--- src/rtl/clk_gen_pkg.sv ---
// Shared constants and helpers for the phase-shifted clock divider.
// Defaults here are the values used when the top is instantiated bare.
package clk_gen_pkg;

  localparam int N_CH_DEF    = 2;
  localparam int CNT_W_DEF   = 10;
  localparam int DIV_RST_DEF = 125;

  // Step counter width: enough to hold 0..2*N_CH-1.
  function automatic int step_w(input int n_ch);
    return (n_ch < 1) ? 1 : $clog2(2 * n_ch);
  endfunction

endpackage

--- src/rtl/tick_prescaler.sv ---
// Prescaler with live-updatable divide value and a one-deep config slot.
// A new value waits in div_pend until the next tick edge.
module tick_prescaler
  import clk_gen_pkg::*;
#(
  parameter int CNT_W   = CNT_W_DEF,
  parameter int DIV_RST = DIV_RST_DEF
) (
  input  logic             ck,
  input  logic             reset,
  input  logic             en,
  input  logic             cfg_valid,
  input  logic [CNT_W-1:0] cfg_div,
  output logic             cfg_ready,
  output logic             tick
);

  localparam logic [CNT_W-1:0] DIV_INIT = CNT_W'(DIV_RST);
  localparam logic [CNT_W-1:0] ONE      = CNT_W'(1);

  logic [CNT_W-1:0] pre_q, pre_d;
  logic [CNT_W-1:0] div_q, div_d;
  logic [CNT_W-1:0] pend_q, pend_d;
  logic             rdy_q, rdy_d;

  assign tick      = en && (pre_q == div_q);
  assign cfg_ready = rdy_q;

  always_comb begin
    pre_d  = pre_q;
    div_d  = div_q;
    pend_d = pend_q;
    rdy_d  = rdy_q;
    if (en) begin
      pre_d = tick ? '0 : pre_q + ONE;
    end
    // rdy_q gates both branches, so apply and capture never coincide.
    if (tick && !rdy_q) begin
      div_d = pend_q;
      rdy_d = 1'b1;
    end
    if (cfg_valid && rdy_q) begin
      pend_d = cfg_div;
      rdy_d  = 1'b0;
    end
  end

  always_ff @(posedge ck) begin
    if (!reset) begin
      pre_q  <= '0;
      div_q  <= DIV_INIT;
      pend_q <= DIV_INIT;
      rdy_q  <= 1'b1;
    end else begin
      pre_q  <= pre_d;
      div_q  <= div_d;
      pend_q <= pend_d;
      rdy_q  <= rdy_d;
    end
  end

endmodule

--- src/rtl/phase_divider.sv ---
// N_CH divided clocks at 50% duty, channel i lagging channel 0 by i ticks,
// plus a frame pulse at the start of each output period.
module phase_divider
  import clk_gen_pkg::*;
#(
  parameter int N_CH    = N_CH_DEF,
  parameter int CNT_W   = CNT_W_DEF,
  parameter int DIV_RST = DIV_RST_DEF
) (
  input  logic             ck,
  input  logic             reset,
  input  logic             en,
  input  logic             cfg_valid,
  input  logic [CNT_W-1:0] cfg_div,
  output logic             cfg_ready,
  output logic [N_CH-1:0]  clk_out,
  output logic             frame
);

  localparam int SW  = step_w(N_CH);
  localparam int PER = 2 * N_CH;

  localparam logic [SW-1:0] LAST   = SW'(PER - 1);
  localparam logic [SW-1:0] S_ONE  = SW'(1);
  localparam logic [SW:0]   PER_W  = (SW+1)'(PER);
  localparam logic [SW:0]   HALF_W = (SW+1)'(N_CH);

  logic            tick;
  logic [SW-1:0]   step_q, step_d;
  logic [N_CH-1:0] clk_q, clk_d;
  logic            frame_q, frame_d;
  logic [SW:0]     rel;

  tick_prescaler #(
    .CNT_W   (CNT_W),
    .DIV_RST (DIV_RST)
  ) u_pre (
    .ck        (ck),
    .reset     (reset),
    .en        (en),
    .cfg_valid (cfg_valid),
    .cfg_div   (cfg_div),
    .cfg_ready (cfg_ready),
    .tick      (tick)
  );

  always_comb begin
    step_d  = step_q;
    clk_d   = clk_q;
    frame_d = 1'b0;
    rel     = '0;
    if (tick) begin
      step_d = (step_q == LAST) ? '0 : step_q + S_ONE;
    end
    // Channel i is high while (step_next - i) mod 2N lies in [0, N).
    if (en) begin
      for (int i = 0; i < N_CH; i++) begin
        rel = {1'b0, step_d} + (SW+1)'(PER - i);
        if (rel >= PER_W) begin
          rel = rel - PER_W;
        end
        clk_d[i] = (rel < HALF_W);
      end
    end
    frame_d = tick && (step_q == LAST);
  end

  always_ff @(posedge ck) begin
    if (!reset) begin
      step_q  <= '0;
      clk_q   <= '0;
      frame_q <= 1'b0;
    end else begin
      step_q  <= step_d;
      clk_q   <= clk_d;
      frame_q <= frame_d;
    end
  end

  assign clk_out = clk_q;
  assign frame   = frame_q;

endmodule

--- config.mk ---
export PLATFORM = sky130hd
export DESIGN_NAME = phase_divider
export DESIGN_NICKNAME = d
export VERILOG_FILES = /design/src/rtl/clk_gen_pkg.sv /design/src/rtl/tick_prescaler.sv /design/src/rtl/phase_divider.sv
export SDC_FILE = /design/constraint.sdc
export NUM_CORES = 1
export LEC_CHECK = 0
export ABC_CLOCK_PERIOD_IN_PS = 5300
export BUFFER_PORTS_ARGS = -buffer_cell sky130_fd_sc_hd__buf_2
export CAP_MARGIN = 40
export CORE_ASPECT_RATIO = 1.1
export CORE_MARGIN = 5
export CORE_UTILIZATION = 30
export CTS_CLUSTER_DIAMETER = 60
export DETAILED_ROUTE_END_ITERATION = 12
export PLACE_DENSITY = 0.49
export SETUP_SLACK_MARGIN = 0.15
export SYNTH_ARGS = -nofsm -noshare
export SYNTH_HDL_FRONTEND = slang
export SYNTH_SLANG_ARGS = --single-unit
--- constraint.sdc ---
create_clock -name ck -period 5.3 [get_ports ck]
set_input_delay 1.325 -clock ck [delete_from_list [all_inputs] [get_ports ck]]
set_output_delay 1.325 -clock ck [all_outputs]
set_load 0.01 [all_outputs]
==> results of run 1 <==
## stage by stage
stage | setup WS (ns) | area [µm²] | utilization [%] | total power [mW] | hold slack (ns)
3_5_place_dp | 2.375 | 1789 | 33.38 | 0.3228 | 0.4487
2_1_floorplan | 3.122 | 1655 | - | 0.3101 | 0.4366
4_1_cts | 2.648 | 1897 | 35.39 | 0.5605 | 0.4602
5_1_grt | 2.468 | 1897 | 35.39 | 0.5799 | 0.4916
3_3_place_gp | 2.389 | 1789 | 33.38 | 0.3224 | 0.4462
6_report | 2.693 | 1897 | 35.39 | 0.5522 | 0.4579
## worst min-delay path, cell delays in order, from the launching register on
cell and delay [ns]:
dfxtp_1 0.31, nand2_1 0.05, a21oi_1 0.05
## sequential cells by signal (all words and copies together), names as in the netlist
register / count
step_q: 2
u_pre.pend_q: 10
clk_out: 2
u_pre.pre_q: 10
u_pre.div_q: 10
u_pre.cfg_ready: 1
frame: 1
## kinds of logic after synthesis
family / after synthesis / synth area share [%]
multiplexers: 10 / 6.047
AO/OA/AOI/OAI: 17 / 7.786
AND/OR/NAND/NOR: 91 / 26.91
flip-flops: 36 / 43.54
buffers and inverters: 12 / 3.628
adder cells (fa/ha/maj): 2 / 1.511
XOR/XNOR: 20 / 10.58
## layout make-up
cell class              count  area (µm²)  area share, %
flip-flops and latches     36       720.7          37.99
clock buffers               6       72.57          3.826
repair buffers             17       85.08          4.485
well taps                  75       93.84          4.947
clock inverters             2       35.03          1.847
multi-input cells         140       874.6          46.11
inverters                   4       15.01         0.7916
## final timing paths
path | start | end | slack (ns) | cells after the start
worst min-delay path | u_pre.pend_q[8]$_SDFFE_PN0P_ | u_pre.pend_q[8]$_SDFFE_PN0P_ | 0.46 | 2
worst max register to register | u_pre.pre_q[0]$_SDFFE_PN0P_ | u_pre.div_q[5]$_SDFFE_PN1P_ | 3.03 | 4
worst min register to register | u_pre.pend_q[8]$_SDFFE_PN0P_ | u_pre.pend_q[8]$_SDFFE_PN0P_ | 0.46 | 2
worst max-delay path | en | u_pre.div_q[5]$_SDFFE_PN1P_ | 2.69 | 4
## report_power, final
group | switching (mW) | internal, mW
Sequential | 0.00578 | 0.278
Clock | 0.0970 | 0.140
Combinational | 0.0191 | 0.0128
## layer usage
| metal | global-route usage, % | up-vias |
|---|---|---|
| li1 | - | 672 |
| met2 | 15.83 | 20 |
| met4 | 4.147 | 0 |
| met5 | 0 | - |
| met3 | 3.189 | 7 |
| met1 | 13.87 | 549 |
## cell usage in the layout, fill, tap and decap left out, types with 2 or more instances in the layout
| cell type | instances |
|---|---|
| dfxtp_1 | 36 |
| nand2_1 | 35 |
| nor2_1 | 23 |
| buf_2 | 17 |
| xnor2_1 | 13 |
| mux2i_1 | 10 |
| nand3_1 | 8 |
| a21oi_1 | 7 |
| xor2_1 | 7 |
| clkbuf_8 | 5 |
| inv_1 | 4 |
| nand4_1 | 4 |
| nor3_1 | 4 |
| nor4_1 | 3 |
| nand4_2 | 2 |
| o31a_1 | 2 |
| and4_1 | 2 |
| and3_1 | 2 |
| o311ai_0 | 2 |
| nand3b_1 | 2 |
| ha_1 | 2 |
==> results.md, run 1 <==
- Status: complete, no violations
- Seq/Total Area, Yosys: 43.54%
- WL met1: 1643 µm
- Commonest cells post-synth: dfxtp_1 (36), nand2_1 (35), nor2_1 (23)
- Relative slew margins: 41.68%
- CP Cell Sequence: buf_2, nand4_2, nor4_4, mux2i_1
- Die ar.: 7105 µm²
- Arrival time worst endpoint: 2.82 ns
- Setup_tns: 0 ns
- Total CTS buffers: 5
- Num rows: 28
- Cell area after synthesis: 1655 µm²
- Ys Warns: 0
- HP Class: reg2reg
- Peak supply drop: 145.8 µV
- Layout cell share with drive strength beyond 1: 13.66%
- First-pass GRT wire length: 5692 µm
- Number of remaining DRC errors: 0
- CTS Sinks: 36
- Clock-pin slew on the worst setup and hold paths: 0.07 ns
- Hold_buf cts: 0
- Port Buffers: 17
- Fill count: 579
- Met2 WL: 1395 µm
- Core box area: 5360 µm²
- Fin. max-slew vios: 0
- Tmin final: 2.607 ns
- Unrepaired setup endpoints after global routing: false
- Crit. End Element: register
- EDFF count, synth: 0
- CTS H-tree depth: 2
- Net Count, Synth: 204
- Antenna violations before repair: 0
- GRT Util Overall: 10.46%
- PD cells: 291.1 nW/µm²
- Placed Instances: 272
- Wirelength per Cell: 11.54 µm
- Root buffer cell: clkbuf_8
- TritonCTS clock tree: built
- Startpoint types: primary input
- N_diodes: 0
- Period utilisation layout: 49.18%
- CP Max Fanout: 15
- # IOs: 18
- Worst path top cell family by delay: simple AND/OR/NAND/NOR gates
- Synthesized flop and latch total: 36
- Crit path max-delay cell type: nor4_4
- Delay of the slowest critical-path stage: 0.73 ns
- Synth area leaders: dfxtp_1 (44%), nand2_1 (7.9%), xnor2_1 (6.9%)
- HPWL after DPL: 2321 µm
- Count of final setup violators: 0
- Gpl congestion: 0.7654
- Syn Inst Count: 188
- DR top layer: met4
- Cell Count, Final, Fillers Out: 280
- Post-synth top area share: 43.54%
- FFs w/ async S/R, synth: 0%
- Synth-to-Final Area Change: 14.59%
- Worst Path Buf+Inv: 1
- Grt ovf: 0
- Final Hold Violating Endpoints: 0
- CP Class: in2reg
- Mean Syn Cell Area: 8.805 µm²
- Clk_skew: 0.002932 ns
- Count leader, synth: dfxtp_1
- Via/cell ratio: 4.457
- Longest Clk Path Bufs: 2
- Worst-Margin Slew: 0.8683 ns
- Pre-antenna DRT Iters: 4
- Critical Path RT: 5.52 ns
- Final wirelength: 3231 µm
- Top_reg_cell synth: dfxtp_1
- Area leader, netlist: dfxtp_1
- Routed via count: 1248
- Final antenna-violating net count: 0
- Largest net degree at the start of global routing: 23
- Layout Nets: 220
- Peak Freq: 0.3836 GHz
- Starting density of the core: 30.88%
- Vias in the first global route: 1197
- Post-CTS Resized: 0
- Insertion delay to the later sink of the worst-skew pair: 0.28 ns
- Static Leakage: 0.7121 nW
- Met3 wire len: 135 µm
- Post-synth cell types: 33
- Iteration-0 DRC Markers: 42
- Post-CTS setup buffer count: 0
- Max_cap viols: 0
- Die width: 80.83 µm
- Die height: 87.91 µm
Note: power is estimated with default switching activity, not from simulation.
==> run 2: changes to the inputs <==
- ABC_CLOCK_PERIOD_IN_PS: 5300 -> 2290
- PLACE_DENSITY: 0.49 -> 0.51
- clock period: 5.3 -> 2.29 ns (I/O delays scaled with it)
==> run 2 against run 1 <==
Compared with the run above:
- sequential power is 130% higher
- largest cell class unchanged
- critical path depth is 1 higher
- largest power group unchanged
- combinational power is 130% higher
==> results.md, run 2 (same netlist as run 1, synthesis figures left out) <==
- Iteration-0 DRC Markers: 86 (was 42)
- Cell Area, Placed: 1804 µm² (was 1789 µm²)
- Critical Path RT: 2.51 ns (was 5.52 ns)
- Synth-to-Final Area Change: 14.89% (was 14.59%)
- Insertion delay to the later sink of the worst-skew pair: 0.29 ns (was 0.28 ns)
- Grt ovf: 0 (unchanged)
- CP Class: reg2reg (was in2reg)
- Static Leakage: 0.7106 nW (was 0.7121 nW)
- Die width: 80.83 µm (unchanged)
- Clock-pin slew on the worst setup and hold paths: 0.08 ns (was 0.07 ns)
- Fin. max-slew vios: 0 (unchanged)
- Unrepaired setup endpoints after global routing: false (unchanged)
- Layout Nets: 222 (was 220)
- Routed via count: 1279 (was 1248)
- Fin worst setup slack: 0.3559 ns (was 2.693 ns)
- Die ar.: 7105 µm² (unchanged)
- CTS H-tree depth: 2 (unchanged)
- First-pass GRT wire length: 5727 µm (was 5692 µm)
- Worst-Margin Slew: 0.6510 ns (was 0.8683 ns)
- Wirelength per Cell: 11.54 µm (about the same)
- Core box area: 5360 µm² (unchanged)
- Cell Count, Final, Fillers Out: 282 (was 280)
- HP Class: reg2reg (unchanged)
- GRT Util Overall: 10.50% (was 10.46%)
- # IOs: 18 (unchanged)
- CP Max Fanout: 11 (was 15)
- Design Power: 1.212 mW (was 0.5522 mW)
- Final antenna-violating net count: 0 (unchanged)
- Vias in the first global route: 1261 (was 1197)
- Final Hold Slack: 0.4581 ns (was 0.4579 ns)
- Layout cell share with drive strength beyond 1: 14.98% (was 13.66%)
- Largest net degree at the start of global routing: 22 (was 23)
- CTS Sinks: 36 (unchanged)
- PD cells: 637.5 nW/µm² (was 291.1 nW/µm²)
- Die height: 87.91 µm (unchanged)
- Port Buffers: 17 (unchanged)
- Final wirelength: 3255 µm (was 3231 µm)
- Hold_buf cts: 0 (unchanged)
- Count of final setup violators: 0 (unchanged)
- Finished Core Util: 35.48% (was 35.39%)
- Peak Freq: 0.5170 GHz
- Biggest registers after layout: u_pre.div_q (10), u_pre.pend_q (10), u_pre.pre_q (10) (unchanged)
- TritonCTS clock tree: built (unchanged)
- Final Hold Violating Endpoints: 0 (unchanged)
- Max_cap viols: 0 (unchanged)
- Placed Instances: 274 (was 272)
- Via/cell ratio: 4.535 (was 4.457)
- Relative slew margins: 56.56% (was 41.68%)
- Clk_skew: 0.003471 ns (was 0.002932 ns)
- Setup_tns: 0 ns (unchanged)
- HPWL after DPL: 2346 µm (was 2321 µm)
- Post-CTS Resized: 0 (unchanged)
- Commonest non-fill, non-tap cells in the layout: dfxtp_1 (36), nand2_1 (35), nor2_1 (23), buf_2 (17), xnor2_1 (13) (unchanged)
- Starting density of the core: 30.88% (unchanged)
- Startpoint types: register (was primary input)
- N_diodes: 0 (unchanged)
- Peak supply drop: 310.5 µV (was 145.8 µV)
- Root buffer cell: clkbuf_8 (unchanged)
- Gpl congestion: 0.7932 (was 0.7654)
- Arrival time worst endpoint: 2.16 ns (was 2.82 ns)
- Number of remaining DRC errors: 0 (unchanged)
- Crit. End Element: register (unchanged)
- Pre-antenna DRT Iters: 4 (unchanged)
- Period utilisation layout: 84.46%
- Tmin final: 1.934 ns
- Commonest non-fill, non-tap cell in the layout: dfxtp_1 (unchanged)
- Antenna violations before repair: 0 (unchanged)
- Longest Clk Path Bufs: 2 (unchanged)
- Status: complete, no violations (unchanged)
- Total CTS buffers: 5 (unchanged)
- Pre-CTS setup slack: 0.3571 ns (was 2.375 ns)
- Num rows: 28 (unchanged)
- Design area: 1902 µm² (was 1897 µm²)
- Post-CTS setup buffer count: 0 (unchanged)
run 2: path summary, 6_finish.rpt:
| path | startpoint | endpoint | slack [ns] | cells after the start |
|---|---|---|---|---|
| max | u_pre.pre_q[0]$_SDFFE_PN0P_ | u_pre.div_q[3]$_SDFFE_PN1P_ | 0.36 | 5 |
| min | u_pre.pend_q[9]$_SDFFE_PN0P_ | u_pre.pend_q[9]$_SDFFE_PN0P_ | 0.46 | 2 |
| max reg2reg | u_pre.pre_q[0]$_SDFFE_PN0P_ | u_pre.div_q[3]$_SDFFE_PN1P_ | 0.36 | 5 |
| min reg2reg | u_pre.pend_q[9]$_SDFFE_PN0P_ | u_pre.pend_q[9]$_SDFFE_PN0P_ | 0.46 | 2 |
run 2: critical path, stage by stage, from the launching register on:
cell and delay, ns:
dfxtp_1 0.37, xor2_1 0.18, or3_1 0.55, nor4_4 0.30, buf_4 0.26, mux2i_1 0.20
run 2: cell type report:
| cell class | instances | area, µm² |
|---|---|---|
| Clock buffer | 6 | 82.58 |
| Multi-Input combinational cell | 140 | 874.6 |
| Timing Repair Buffer | 19 | 100.1 |
| Inverter | 4 | 15.01 |
| Tap cell | 75 | 93.84 |
| Clock inverter | 2 | 15.01 |
| Fill cell | 581 | 3458 |
| Sequential cell | 36 | 720.7 |
run 2: power by group:
group	switching, mW	internal (mW)
Sequential	0.0130	0.643
Combinational	0.0435	0.0308
Clock	0.238	0.244
run 2: routing by layer:
metal | track usage [%] | part of all wire, % | vias to the layer above
li1 | - | - | 675
met1 | 13.23 | 50 | 577
met2 | 16.43 | 44 | 22
met3 | 2.675 | 4.6 | 5
met4 | 5.530 | 2.0 | 0
met5 | 0 | 0 | -
==> run 3: changes to the inputs <==
- ABC_AREA: default -> 1
- ABC_CLOCK_PERIOD_IN_PS: 2290 -> 1700
- clock period: 2.29 -> 1.7 ns (I/O delays scaled with it)
==> run 3 against run 2 <==
Compared with the run above:
- critical path depth is 6 higher
- flip-flop and latch count stayed put
- combinational power is 130% higher
- sequential power is 43% higher
- non-clock buffer count is 7 higher
- worst hold slack worse by 0.12 ns
- critical path type unchanged
- critical endpoint is now u_pre.div_q[6]$_SDFFE_PN1P_
- largest power group unchanged
==> results.md, run 3 <==
- Finished Core Util: 37.12% (was 35.48%)
- CP Max Fanout: 11 (unchanged)
- Port Buffers: 17 (unchanged)
- Arrival time worst endpoint: 1.67 ns (was 2.16 ns)
- Post-synthesis xor/xnor area fraction: 2.085% (was 10.58%)
- CTS Sinks: 36 (unchanged)
- CP Class: reg2reg (unchanged)
- Relative slew margins: 82.13% (was 56.56%)
- Status: complete, no violations (unchanged)
- Grt ovf: 0 (unchanged)
- TritonCTS clock tree: built (unchanged)
- Commonest non-fill, non-tap cells in the layout: nand2_1 (79), dfxtp_1 (29), nor2_1 (24), inv_1 (24), buf_2 (17) (was dfxtp_1 (36), nand2_1 (35), nor2_1 (23), buf_2 (17), xnor2_1 (13))
- Setup_tns: 0 ns (unchanged)
- First-pass GRT wire length: 6548 µm (was 5727 µm)
- WHS Path Cells: 3 (was 2)
- Num rows: 28 (unchanged)
- Commonest cells post-synth: nand2_1 (79), dfxtp_1 (36), nor2_1 (27) (was dfxtp_1 (36), nand2_1 (35), nor2_1 (23))
- Final Hold Violating Endpoints: 0 (unchanged)
- Count leader, synth: nand2_1 (was dfxtp_1)
- Pre-CTS setup slack: 0.06862 ns (was 0.3571 ns)
- Peak Freq: 0.6852 GHz (was 0.5170 GHz)
- EDFF count, synth: 0 (unchanged)
- Longest Clk Path Bufs: 2 (unchanged)
- Critical Path RT: 1.91 ns (was 2.51 ns)
- Unrepaired setup endpoints after global routing: true (was false)
- N_diodes: 0 (unchanged)
- Static Leakage: 0.9002 nW (was 0.7106 nW)
- Synth area leaders: dfxtp_1 (43%), nand2_1 (18%), nor2_1 (6.0%) (was dfxtp_1 (44%), nand2_1 (7.9%), xnor2_1 (6.9%))
- Compound-cell area share of the yosys netlist: 10.42% (was 7.785%)
- Iteration-0 DRC Markers: 70 (was 86)
- HP Class: in2reg (was reg2reg)
- Gpl congestion: 0.7500 (was 0.7932)
- Met1 capacity usage during global routing: 15.22% (was 13.23%)
- Largest family of logic cells by synthesized area: simple AND/OR/NAND/NOR gates (unchanged)
- Post-synth top area share: 42.89% (was 43.54%)
- Pre-antenna DRT Iters: 4 (unchanged)
- HPWL after DPL: 2662 µm (was 2346 µm)
- Count of final setup violators: 0 (unchanged)
- Seq/Total Area, Yosys: 42.89% (was 43.54%)
- Hold path start: cfg_div[2] (was u_pre.pend_q[9]$_SDFFE_PN0P_)
- Final Hold Slack: 0.3334 ns (was 0.4581 ns)
- Root buffer cell: clkbuf_8 (unchanged)
- FFs w/ async S/R, synth: 0% (unchanged)
- Area leader, netlist: dfxtp_1 (unchanged)
- Net Count, Synth: 257 (was 204)
- Cell area after synthesis: 1680 µm² (was 1655 µm²)
- Die height: 88.50 µm (was 87.91 µm)
- Min-Delay Endpoint: u_pre.pend_q[2]$_SDFFE_PN1P_ (was u_pre.pend_q[9]$_SDFFE_PN0P_)
- Layout cell share with drive strength beyond 1: 22.01% (was 14.98%)
- Clk_skew: 0.005154 ns (was 0.003471 ns)
- Top_reg_cell synth: dfxtp_1 (unchanged)
- Core box area: 5430 µm² (was 5360 µm²)
- Total CTS buffers: 5 (unchanged)
- Layout Nets: 284 (was 222)
- Period utilisation layout: 85.84% (was 84.46%)
- Insertion delay to the later sink of the worst-skew pair: 0.28 ns (was 0.29 ns)
- GRT Util Overall: 11.85% (was 10.50%)
- Syn Inst Count: 241 (was 188)
- Largest net degree at the start of global routing: 23 (was 22)
- Worst reg2reg path startpoint: u_pre.pre_q[5]$_SDFFE_PN0P_ (was u_pre.pre_q[0]$_SDFFE_PN0P_)
- # IOs: 18 (unchanged)
- Antenna violations before repair: 0 (unchanged)
- Multiplexer share of the synthesized area: 0% (was 6.047%)
- Final antenna-violating net count: 0 (unchanged)
- Tmin final: 1.459 ns (was 1.934 ns)
- Vias in the first global route: 1435 (was 1261)
- Fin worst setup slack: 0.2407 ns (was 0.3559 ns)
- R2r endpoint: u_pre.div_q[6]$_SDFFE_PN1P_ (was u_pre.div_q[3]$_SDFFE_PN1P_)
- Startpoint types: register (unchanged)
- Post-synth cell types: 28 (was 33)
- Die ar.: 7200 µm² (was 7105 µm²)
- Post-Synth Simple-Gate Area: 33.95% (was 26.91%)
- Worst-Margin Slew: 0.2664 ns (was 0.6510 ns)
- Peak supply drop: 386.6 µV (was 310.5 µV)
- Via/cell ratio: 4.216 (was 4.535)
- Clock-pin slew on the worst setup and hold paths: 0.07 ns (was 0.08 ns)
- M2 GR Usage: 17.93% (was 16.43%)
- Number of remaining DRC errors: 0 (unchanged)
- Synthesized flop and latch total: 36 (unchanged)
- Wirelength per Cell: 10.34 µm (was 11.54 µm)
- Ys Warns: 0 (unchanged)
- Hold_buf cts: 0 (unchanged)
- Fin. max-slew vios: 0 (unchanged)
- Fill count: 614 (was 581)
- Worst r2r path cells: 11 (was 5)
- Final wirelength: 3548 µm (was 3255 µm)
- CTS H-tree depth: 2 (unchanged)
- Commonest non-fill, non-tap cell in the layout: nand2_1 (was dfxtp_1)
- Mean Syn Cell Area: 6.972 µm² (was 8.805 µm²)
- Multi-input logic area: 827.0 µm² (was 874.6 µm²)
- PD cells: 876.8 nW/µm² (was 637.5 nW/µm²)
- Crit. End Element: register (unchanged)
- Routed via count: 1446 (was 1279)
- GR peak layer: met2 (unchanged)
- Met3 GRT Util: 3.564% (was 2.675%)
- Placed Instances: 333 (was 274)
- Starting density of the core: 30.94% (was 30.88%)
- Synth Area in Adders: 1.489% (was 1.512%)
- Synth-to-Final Area Change: 19.96% (was 14.89%)
- Register area: 729.5 µm² (was 720.7 µm²)
- Biggest registers after layout: u_pre.div_q (10), u_pre.pend_q (10), u_pre.pre_q (10) (unchanged)
- R2R Setup Slk: 0.24 ns (was 0.36 ns)
- Max_cap viols: 0 (unchanged)
- Cell Count, Final, Fillers Out: 343 (was 282)
- Die width: 81.36 µm (was 80.83 µm)
run 3: changes by cell type in the layout (fill, tap and decap cells not counted), sizes merged, moves of 10 or more:
cell	before	now
mux2i	10	0
xnor2	13	1
o21ai	0	11
inv	4	29
nand2	35	81
run 3: cells by family after synthesis:
kind of cell	count (synthesis)
xor gates and xnor gates	4
and+or+nand+nor	133
adders and majority gates	2
DFF	36
AOI/OAI and AO/OA	29
buffers and inverters	37
run 3: worst max-delay path by stage:
stage	startpoint	end	slack (ns)	cells past startpoint
finish	u_pre.pre_q[5]$_SDFFE_PN0P_	u_pre.div_q[6]$_SDFFE_PN1P_	0.24	11
global route	u_pre.pre_q[6]$_SDFFE_PN0P_	clk_out[1]$_SDFFE_PN0P_	0.1	12
CTS	u_pre.pre_q[1]$_SDFFE_PN0P_	u_pre.div_q[2]$_SDFFE_PN1P_	0.15	11
detailed placement	en	u_pre.div_q[6]$_SDFFE_PN1P_	0.07	9
global placement	u_pre.pre_q[1]$_SDFFE_PN0P_	u_pre.div_q[6]$_SDFFE_PN1P_	0.09	10
floorplan	en	u_pre.div_q[1]$_SDFFE_PN0P_	0.23	10
run 3: stage by stage:
stage / cell area (µm²) / total power, mW
global route: 2016 / 1.871
floorplan: 1680 / 1.061
global placement: 1867 / 1.117
finish: 2016 / 1.767
detailed placement: 1867 / 1.120
CTS: 1968 / 1.794
run 3: power breakdown:
group / switching (mW) / internal, mW
registers: 0.0435 / 0.893
logic: 0.0948 / 0.0746
clock network: 0.301 / 0.361
run 3: critical path, stage by stage, from the launching register on:
cell	delay [ns]
dfxtp_2	0.36
inv_2	0.06
nand2_1	0.05
nand2_1	0.05
clkinv_1	0.05
nand2_2	0.06
nor2_4	0.15
nand3_4	0.15
nor2_4	0.13
buf_4	0.18
nand2_1	0.07
o211ai_1	0.07
run 3: area by class of cell:
type,count,area share (%)
clock buffer,7,4.780
inverter,31,5.773
multi-input combinational,168,41.03
sequential,36,36.19
tap,75,4.656
timing repair buffer,26,7.573
run 3: metal layers:
| layer | part of all wire (%) | vias up | routed length [µm] |
|---|---|---|---|
| met2 | 45 | 21 | 1580 |
| met5 | 0 | - | 0 |
| li1 | - | 806 | - |
| met3 | 3.6 | 7 | 127 |
| met1 | 50 | 612 | 1775 |
| met4 | 1.8 | 0 | 65 |
run 3: repair_timing:
item,4_1_cts,5_1_grt
resized for setup,3,11
pin swaps,0,2
endpoints found under the setup margin,13,20
buffers inserted,0,3
